===== src/rtl/de_stage.sv =====
// Decode stage: IF/ID register, MIPS-subset decode, ID/EX register and
// load-use hazard detection driving the fetch stall code on ctr.
module de_stage (
   input  logic        clk,
   input  logic        rst,
   input  logic        in_valid,
   input  logic [31:0] in_npc,
   input  logic [31:0] in_isn,
   input  logic        flush,
   output logic [1:0]  ctr,
   output logic        out_valid,
   output logic [31:0] out_npc,
   output logic [4:0]  out_rs,
   output logic [4:0]  out_rt,
   output logic [4:0]  out_dst,
   output logic [31:0] out_imm,
   output logic [25:0] out_jtarget,
   output logic [2:0]  out_alu_op,
   output logic        out_reg_write,
   output logic        out_mem_read,
   output logic        out_mem_write,
   output logic        out_branch,
   output logic        out_jump,
   output logic        out_illegal
);

   localparam logic [5:0] OP_RTYPE = 6'h00;
   localparam logic [5:0] OP_ADDI  = 6'h08;
   localparam logic [5:0] OP_LW    = 6'h23;
   localparam logic [5:0] OP_SW    = 6'h2B;
   localparam logic [5:0] OP_BEQ   = 6'h04;
   localparam logic [5:0] OP_J     = 6'h02;

   localparam logic [5:0] FN_ADD = 6'h20;
   localparam logic [5:0] FN_SUB = 6'h22;
   localparam logic [5:0] FN_AND = 6'h24;
   localparam logic [5:0] FN_OR  = 6'h25;
   localparam logic [5:0] FN_SLT = 6'h2A;

   typedef enum logic [2:0] {
      ALU_ADD = 3'b000,
      ALU_SUB = 3'b001,
      ALU_AND = 3'b010,
      ALU_OR  = 3'b011,
      ALU_SLT = 3'b100
   } alu_op_e;

   typedef struct packed {
      logic        valid;
      logic [31:0] npc;
      logic [4:0]  rs;
      logic [4:0]  rt;
      logic [4:0]  dst;
      logic [31:0] imm;
      logic [25:0] jtarget;
      alu_op_e     alu_op;
      logic        reg_write;
      logic        mem_read;
      logic        mem_write;
      logic        branch;
      logic        jump;
      logic        illegal;
   } idex_t;

   // An invalid slot never carries control flags, so bubbles and killed
   // instructions are harmless downstream.
   function automatic idex_t kill(input idex_t x);
      idex_t r;
      r           = x;
      r.valid     = 1'b0;
      r.reg_write = 1'b0;
      r.mem_read  = 1'b0;
      r.mem_write = 1'b0;
      r.branch    = 1'b0;
      r.jump      = 1'b0;
      r.illegal   = 1'b0;
      return r;
   endfunction

   logic        ifid_valid_q, ifid_valid_d;
   logic [31:0] ifid_npc_q, ifid_npc_d;
   logic [31:0] ifid_isn_q, ifid_isn_d;
   idex_t       idex_q, idex_d, dec;
   logic        uses_rs, uses_rt, hz, stall;
   logic [5:0]  opcode, funct;

   assign opcode = ifid_isn_q[31:26];
   assign funct  = ifid_isn_q[5:0];

   always_comb begin
      // NOTE: every output of this block gets a default first so no path can infer a latch.
      dec         = '0;
      uses_rs     = 1'b0;
      uses_rt     = 1'b0;
      dec.valid   = ifid_valid_q;
      dec.npc     = ifid_npc_q;
      dec.rs      = ifid_isn_q[25:21];
      dec.rt      = ifid_isn_q[20:16];
      dec.imm     = {{16{ifid_isn_q[15]}}, ifid_isn_q[15:0]};
      dec.jtarget = ifid_isn_q[25:0];
      dec.alu_op  = ALU_ADD;
      case (opcode)
         OP_RTYPE: begin
            case (funct)
               FN_ADD:  dec.alu_op = ALU_ADD;
               FN_SUB:  dec.alu_op = ALU_SUB;
               FN_AND:  dec.alu_op = ALU_AND;
               FN_OR:   dec.alu_op = ALU_OR;
               FN_SLT:  dec.alu_op = ALU_SLT;
               default: dec.illegal = 1'b1;
            endcase
            if (!dec.illegal) begin
               dec.dst = ifid_isn_q[15:11];
               uses_rs = 1'b1;
               uses_rt = 1'b1;
            end
         end
         OP_ADDI: begin
            dec.dst = dec.rt;
            uses_rs = 1'b1;
         end
         OP_LW: begin
            dec.dst      = dec.rt;
            dec.mem_read = 1'b1;
            uses_rs      = 1'b1;
         end
         OP_SW: begin
            dec.mem_write = 1'b1;
            uses_rs       = 1'b1;
            uses_rt       = 1'b1;
         end
         OP_BEQ: begin
            dec.branch = 1'b1;
            dec.alu_op = ALU_SUB;
            uses_rs    = 1'b1;
            uses_rt    = 1'b1;
         end
         OP_J:    dec.jump    = 1'b1;
         default: dec.illegal = 1'b1;
      endcase
      dec.reg_write = (dec.dst != 5'd0);
      if (!ifid_valid_q) dec = kill(dec);
   end

   assign hz = ifid_valid_q & idex_q.valid & idex_q.mem_read & (idex_q.dst != 5'd0) &
               ((uses_rs & (dec.rs == idex_q.dst)) | (uses_rt & (dec.rt == idex_q.dst)));
   assign stall = hz & ~flush;
   assign ctr   = stall ? 2'b10 : 2'b00;

   always_comb begin
      ifid_valid_d = in_valid;
      ifid_npc_d   = in_npc;
      ifid_isn_d   = in_isn;
      if (stall) begin
         ifid_valid_d = ifid_valid_q;
         ifid_npc_d   = ifid_npc_q;
         ifid_isn_d   = ifid_isn_q;
      end
      if (flush) ifid_valid_d = 1'b0;
      idex_d = (hz | flush) ? kill(dec) : dec;
   end

   always_ff @(posedge clk) begin
      // NOTE: sequential state is written with non-blocking assignments only.
      if (rst) begin
         ifid_valid_q <= 1'b0;
         ifid_npc_q   <= '0;
         ifid_isn_q   <= '0;
         idex_q       <= '0;
      end else begin
         ifid_valid_q <= ifid_valid_d;
         ifid_npc_q   <= ifid_npc_d;
         ifid_isn_q   <= ifid_isn_d;
         idex_q       <= idex_d;
      end
   end

   assign out_valid     = idex_q.valid;
   assign out_npc       = idex_q.npc;
   assign out_rs        = idex_q.rs;
   assign out_rt        = idex_q.rt;
   assign out_dst       = idex_q.dst;
   assign out_imm       = idex_q.imm;
   assign out_jtarget   = idex_q.jtarget;
   assign out_alu_op    = idex_q.alu_op;
   assign out_reg_write = idex_q.reg_write;
   assign out_mem_read  = idex_q.mem_read;
   assign out_mem_write = idex_q.mem_write;
   assign out_branch    = idex_q.branch;
   assign out_jump      = idex_q.jump;
   assign out_illegal   = idex_q.illegal;

endmodule


===== config.mk =====
export PLATFORM = sky130hd
export DESIGN_NAME = de_stage
export DESIGN_NICKNAME = d
export VERILOG_FILES = /design/src/rtl/de_stage.sv
export SDC_FILE = /design/constraint.sdc
export NUM_CORES = 1
export LEC_CHECK = 0
export BUFFER_PORTS_ARGS = -buffer_cell sky130_fd_sc_hd__buf_2
export CORE_AREA = 2 2 117 119
export CTS_CLUSTER_SIZE = 14
export DETAILED_ROUTE_END_ITERATION = 16
export DIE_AREA = 0 0 119 121
export GPL_ROUTABILITY_DRIVEN = 0
export PLACE_DENSITY = 0.65
export SLEW_MARGIN = 30
export SYNTH_ARGS = -nofsm -noshare
export SYNTH_HDL_FRONTEND = slang
export SYNTH_SLANG_ARGS = --single-unit

===== constraint.sdc =====
create_clock -name clk -period 5.7 [get_ports clk]
set_input_delay 0.855 -clock clk [delete_from_list [all_inputs] [get_ports clk]]
set_output_delay 0.855 -clock clk [all_outputs]
set_load 0.05 [all_outputs]

After elaboration in Yosys (flattened, before gate mapping)
Cells that the tools add are included.
{ "word_totals": {"out_inout_bits": 117, "reg_bits": 180, "word_cells": 67, "in_bits": 68} }
{ "op_classes": {"n_reduce_logical": 11, "eq_ne": 12, "muxes": 16, "bitwise": 11} }
{ "op_table": {"columns": ["operator", "count"], "rows": [
  ["$mux W115", 1],
  ["$eq A6 B6 Y1 const B", 7],
  ["$pmux W3 S4", 1],
  ["$eq A5 B5 Y1", 2],
  ["$pmux W5 S2", 1],
  ["$reduce_bool A5 Y1", 2],
  ["$reduce_or A5 Y1", 2],
  ["$reduce_or A2 Y1", 4],
  ["$and A1 B1 Y1", 7],
  ["$mux W1", 7],
  ["$eq A6 B2 Y1 const B", 1],
  ["$eq A6 B3 Y1 const B", 1],
  ["$eq A6 B4 Y1 const B", 1],
  ["$logic_not A6 Y1", 1],
  ["$pmux W1 S2", 3],
  ["$pmux W3 S2", 1],
  ["$mux W5", 1],
  ["$reduce_or A4 Y1", 1],
  ["$reduce_or A3 Y1", 1],
  ["$mux W2", 1],
  ["$not A1 Y1", 2],
  ["$or A1 B1 Y1", 2]
]} }

Logic depth before layout (Yosys ltp)
{ "depth": {"ltp_word": 14, "ltp_mapped": 8} }

Least setup slack after synthesis
Ideal clock, no wire load.
{ "synth_timing": {"path_type": "register -> output", "from": "register ifid_isn_q[31]", "to": "output port ctr[1]", "t_arrival_ns": 2.092, "required_time_ns": 4.845, "path_stages_with_launch": 8, "setup_slack_ns": 2.753, "n_path_buf": 2, "cell_sequence": "dfxtp_1 -> or4_4 -> nor4_4 -> or4_1 -> a32oi_1 -> buf_2 -> nor2_1 -> buf_4"} }
{ "synth_between": {"elab_chain_len": 8, "word_cells_on_any_way": 15, "cone_classes": "eq/ne (4); mux (3); bitwise (5); reduce/logical (3)"} }
{ "synth_rtl": {"columns": ["item", "line", "source"], "rows": [
  ["start, declared", "82", "logic [31:0] ifid_isn_q, ifid_isn_d;"],
  ["start signal, assigned", "173", "ifid_isn_q <= ifid_isn_d;"],
  ["$eq A6 B3 Y1 (tied with other cells)", "102", "case (opcode)"],
  ["$reduce_or A4 Y1 (no line) / $reduce_or A2 Y1 (equally long branches)", null, null],
  ["$pmux W1 S2", "102", null],
  ["$and A1 B1 Y1", "146", "((uses_rs & (dec.rs == idex_q.dst)) | (uses_rt & (dec.rt == idex_q.dst)));"],
  ["$or A1 B1 Y1 (*)", "146", null],
  ["$and A1 B1 Y1 (*)", "145", "assign hz = ifid_valid_q & idex_q.valid & idex_q.mem_read & (idex_q.dst != 5'd0) &"],
  ["$and A1 B1 Y1 (*)", "147", "assign stall = hz & ~flush;"],
  ["named net stall", "84", "logic uses_rs, uses_rt, hz, stall;"],
  ["$mux W2 (*)", "148", "assign ctr = stall ? 2'b10 : 2'b00;"],
  ["end, declared", "10", "output logic [1:0] ctr,"]
]} }
Mark *: on every way through the listed nets, which the timed path passes. The rest lies on a longest branch.

Worst setup path in the final report
{ "layout_timing": {"from": "register ifid_isn_q[29]", "to": "output port ctr[1]"} }
{ "layout_between": {"elab_chain_len": 8, "word_cells_on_any_way": 15, "cone_classes": "eq/ne (4); mux (3); bitwise (5); reduce/logical (3)"} }
{ "layout_rtl": {"columns": ["item", "line"], "rows": [
  ["$eq A6 B3 Y1 (tied with other cells)", "102"],
  ["$reduce_or A4 Y1 (no line) / $reduce_or A2 Y1 (equally long branches)", null],
  ["$pmux W1 S2", "102"],
  ["$and A1 B1 Y1", "146"],
  ["$or A1 B1 Y1 (*)", "146"],
  ["$and A1 B1 Y1 (*)", "145"],
  ["$and A1 B1 Y1 (*)", "147"],
  ["$mux W2 (*)", "148"]
]} }
Mark *: on every way between the ends. The rest lies on a longest branch, timed or not.

==> impl_metrics.toml <==
[timing]
tightest_slew_ns = 0.678
setup_viol = 0
whs_ns = 0.460
setup_ws_ns = 2.12
max-slew-margin-rel_pct = 54.8
drv_slew = 0
setup_tns_ns = 0
rsz0062_at_grt = "false"
hold_violations = 0
min_period_ns = 3.58
clock.fmax_ghz = 0.280
finalCritPeriodShare_pct = 62.7
skew_ns = 0.0134

[placed_design]
place_hpwl_microns = 8350
portBuffers = 183
pre_cts_slack_ns = 2.57

[setup_path]
critPathRequiredTime_ns = 4.85
endpoint = "ctr[1]"
setup.worst_path.start = "ifid_isn_q[29]"
rr_startpoint = "ifid_isn_q[29]"
worst_r2r_path_depth = 7
cp_max_fo = 7
max_stage_delay_ns = 0.60
critPathSlowestCell = "or4b_2"
cp_cell_sequence = "or4b_2 -> a21boi_1 -> or4_1 -> a32oi_4 -> nor2_1 -> buf_2"
critPathTopFamily = "simple AND/OR/NAND/NOR gates"
crit_type = "reg2out"
end_kind = "output port"
r2r_slack_ns = 2.65
arrival_ns = 2.72
path_depth = 6
cp-start-kind = "flop"
cp.buffers_inverters = 1
worstReg2RegEnd = "ifid_isn_q[27]"

[pwr]
p_sw_share_pct = 23.2
seq_power_share_pct = 41.1
p_int_w = 0.00193
peakVddDrop_v = 0.000193
clock_power_share_pct = 49.3
power_frac_comb_pct = 9.6
p_sw_w = 0.000585
finalPower_w = 0.00252
leakage_nw = 2.86
power.density_nw_per_um2 = 389

[floorplan]
dieArea_sq_um = 14400
die-height_microns = 121
fp.coreArea_sq_um = 13100
die_width_microns = 119
rows = 42
io_pins = 185
start_util_pct = 39.0

[detailed_routing]
first_pass_iters = 4
viasPerCell = 4.89
ant_nets = 0
vias = 4190
drt_iter0_drc = 206
wl_microns = 12400
wl_per_cell_microns = 14.5
drc = 0

[clocking]
post_cts_resized = 0
numCtsBuffers = 17
clk_pin_slew_worst_paths_ns = 0.05
htree_num_levels = 4
clockBufferDepth = 2
cts_sinks = 138
cts-root-buf = "clkbuf_16"
hold_buffers = 0
cts_tree = "built"
post_cts_buffers = 0
clk_latency_ns = 0.42

[flow_run]
drv_cap = 0

[min_path]
hp-class = "reg2reg"

[global_route]
grt_remaining_overflow = 0
grt_pass1_wl_microns = 19500
grt_pass1_vias = 3909
grt_usage_pct = 17.4
grt_max_degree = 66
antenna_found_initial = 0

[synth]
syn_area_per_cell_sq_um = 9.36
syn_inst = 546
syn_nets = 614
yosysWarnings = 0
ys_ff_latch = 138
synth_cell_types = 38
netlist_area_sq_um = 5110
yosysSeqAreaShare_pct = 54.1

[finish]
final_layout_size_suffix_gt1_share_pct = 33.8
syn_to_final_growth_pct = 26.5
diodes = 0
fin_util_pct = 49.4
regArea_sq_um = 2760
multiInputGateArea_sq_um = 1840
fin_nets = 736
n_fill_cell = 1270

[outcome]
status = "completed"
-- sequential cells by signal, summed over array words and instances (netlist names), 3 cells and up --
register    count
ifid_isn_q     32
out_rs          5
ifid_npc_q     32
out_rt          4
out_alu_op      3
out_npc        32
out_dst         5
out_imm        16
-- how the worst min path moves through the flow --
stage,start,to,slack (ns),cells after the start
floorplan,ifid_isn_q[10],out_imm[10],0.44,1
global placement,ifid_npc_q[7],out_npc[7],0.45,1
detailed placement,ifid_npc_q[9],ifid_npc_q[9],0.45,2
CTS,ifid_npc_q[9],ifid_npc_q[9],0.46,2
global route,ifid_npc_q[29],out_npc[29],0.47,1
finish,ifid_npc_q[9],ifid_npc_q[9],0.46,2
-- logic make-up after synthesis --
kind of cell,after synthesis,synth area share [%]
xor gates and xnor gates,10,1.71
muxes,1,0.220
other,1,0.0734
AOI/OAI and AO/OA,142,14.6
and+or+nand+nor,168,18.9
DFF,138,54.1
buffers and inverters,86,10.4
-- metrics by stage --
step                      area, sq um  std cells
final                            6460        856
after global routing             6460        856
after CTS                        6460        856
after detailed placement         5780        825
after global placement           5780        825
after floorplan                  5110        546
-- cell usage after synthesis --
master / instances / area share (%)
mux2_2: 1 / 0.22
nor2b_1: 59 / 7.2
nor3b_1: 4 / 0.59
nand3_1: 65 / 6.4
xor2_1: 7 / 1.2
o21ai_1: 40 / 3.9
conb_1: 1 / 0.073
o21a_1: 1 / 0.15
clkbuf_1: 24 / 1.8
a21oi_1: 65 / 6.4
o21ai_0: 26 / 2.5
nand2_1: 1 / 0.073
xnor2_1: 3 / 0.51
nor4_4: 1 / 0.42
a21boi_1: 1 / 0.15
buf_1: 4 / 0.29
or3_1: 1 / 0.12
and3b_1: 1 / 0.17
nor2_1: 19 / 1.4
nor3_1: 3 / 0.29
inv_2: 1 / 0.073
o2111ai_1: 1 / 0.17
or2_2: 2 / 0.24
a32o_1: 1 / 0.20
or4b_2: 1 / 0.20
dfxtp_1: 138 / 54
or4_4: 1 / 0.22
or4b_1: 1 / 0.20
buf_4: 55 / 8.1
nand4b_1: 1 / 0.17
buf_2: 2 / 0.20
nor4b_1: 1 / 0.17
or3b_2: 1 / 0.17
o211ai_2: 1 / 0.24
a22oi_1: 5 / 0.73
or4_1: 4 / 0.59
a32oi_1: 1 / 0.17
and3_1: 2 / 0.24
-- cells in the final DEF, fill, tap and decap left out, types with 2 or more instances in the layout --
cell | Yosys | layout
clkbuf_8 | 0 | 7
buf_4 | 55 | 6
a21oi_1 | 65 | 65
bufinv_16 | 0 | 5
xnor2_1 | 3 | 3
nor2b_1 | 59 | 59
nor3b_1 | 4 | 4
a22oi_1 | 5 | 5
nand3_1 | 65 | 65
and3_1 | 2 | 2
nor2_1 | 19 | 18
xor2_1 | 7 | 7
or2_2 | 2 | 2
o21ai_0 | 26 | 26
or4_1 | 4 | 4
dfxtp_1 | 138 | 138
nor3_1 | 3 | 3
o21ai_1 | 40 | 40
buf_2 | 2 | 182
clkbuf_16 | 0 | 17
-- final cells by class --
type / count / share of cell area, %
sequential: 138 / 42.7
multi-input combinational: 322 / 28.5
timing repair buffer: 188 / 14.8
clock buffer: 25 / 8.13
tap: 176 / 3.41
clock inverter: 6 / 2.40
inverter: 1 / 0.0581
-- power by group through the flow --
stage	Combinational [W]	Sequential, W	Clock (W)
final	0.000242	0.00103	0.00124
after global routing	0.000258	0.00104	0.00131
after CTS	0.000243	0.00103	0.00127
after detailed placement	0.000243	0.00105	0
after global placement	0.000241	0.00105	0
after floorplan	0.000134	0.00111	0
-- tightest hold or removal path, cell delays in order, from the launching register on --
cell and delay, ns:
dfxtp_1 0.30, nand3_1 0.06, a21oi_1 0.05
-- layer usage --
layer	wire length (microns)	vias up	GRT usage, %
met5	0	-	0
met4	193	0	7.74
met3	729	13	5.45
met2	6060	146	28.1
met1	5410	1961	21.4
li1	-	2070	-
Power figures use the tool's default switching activity.
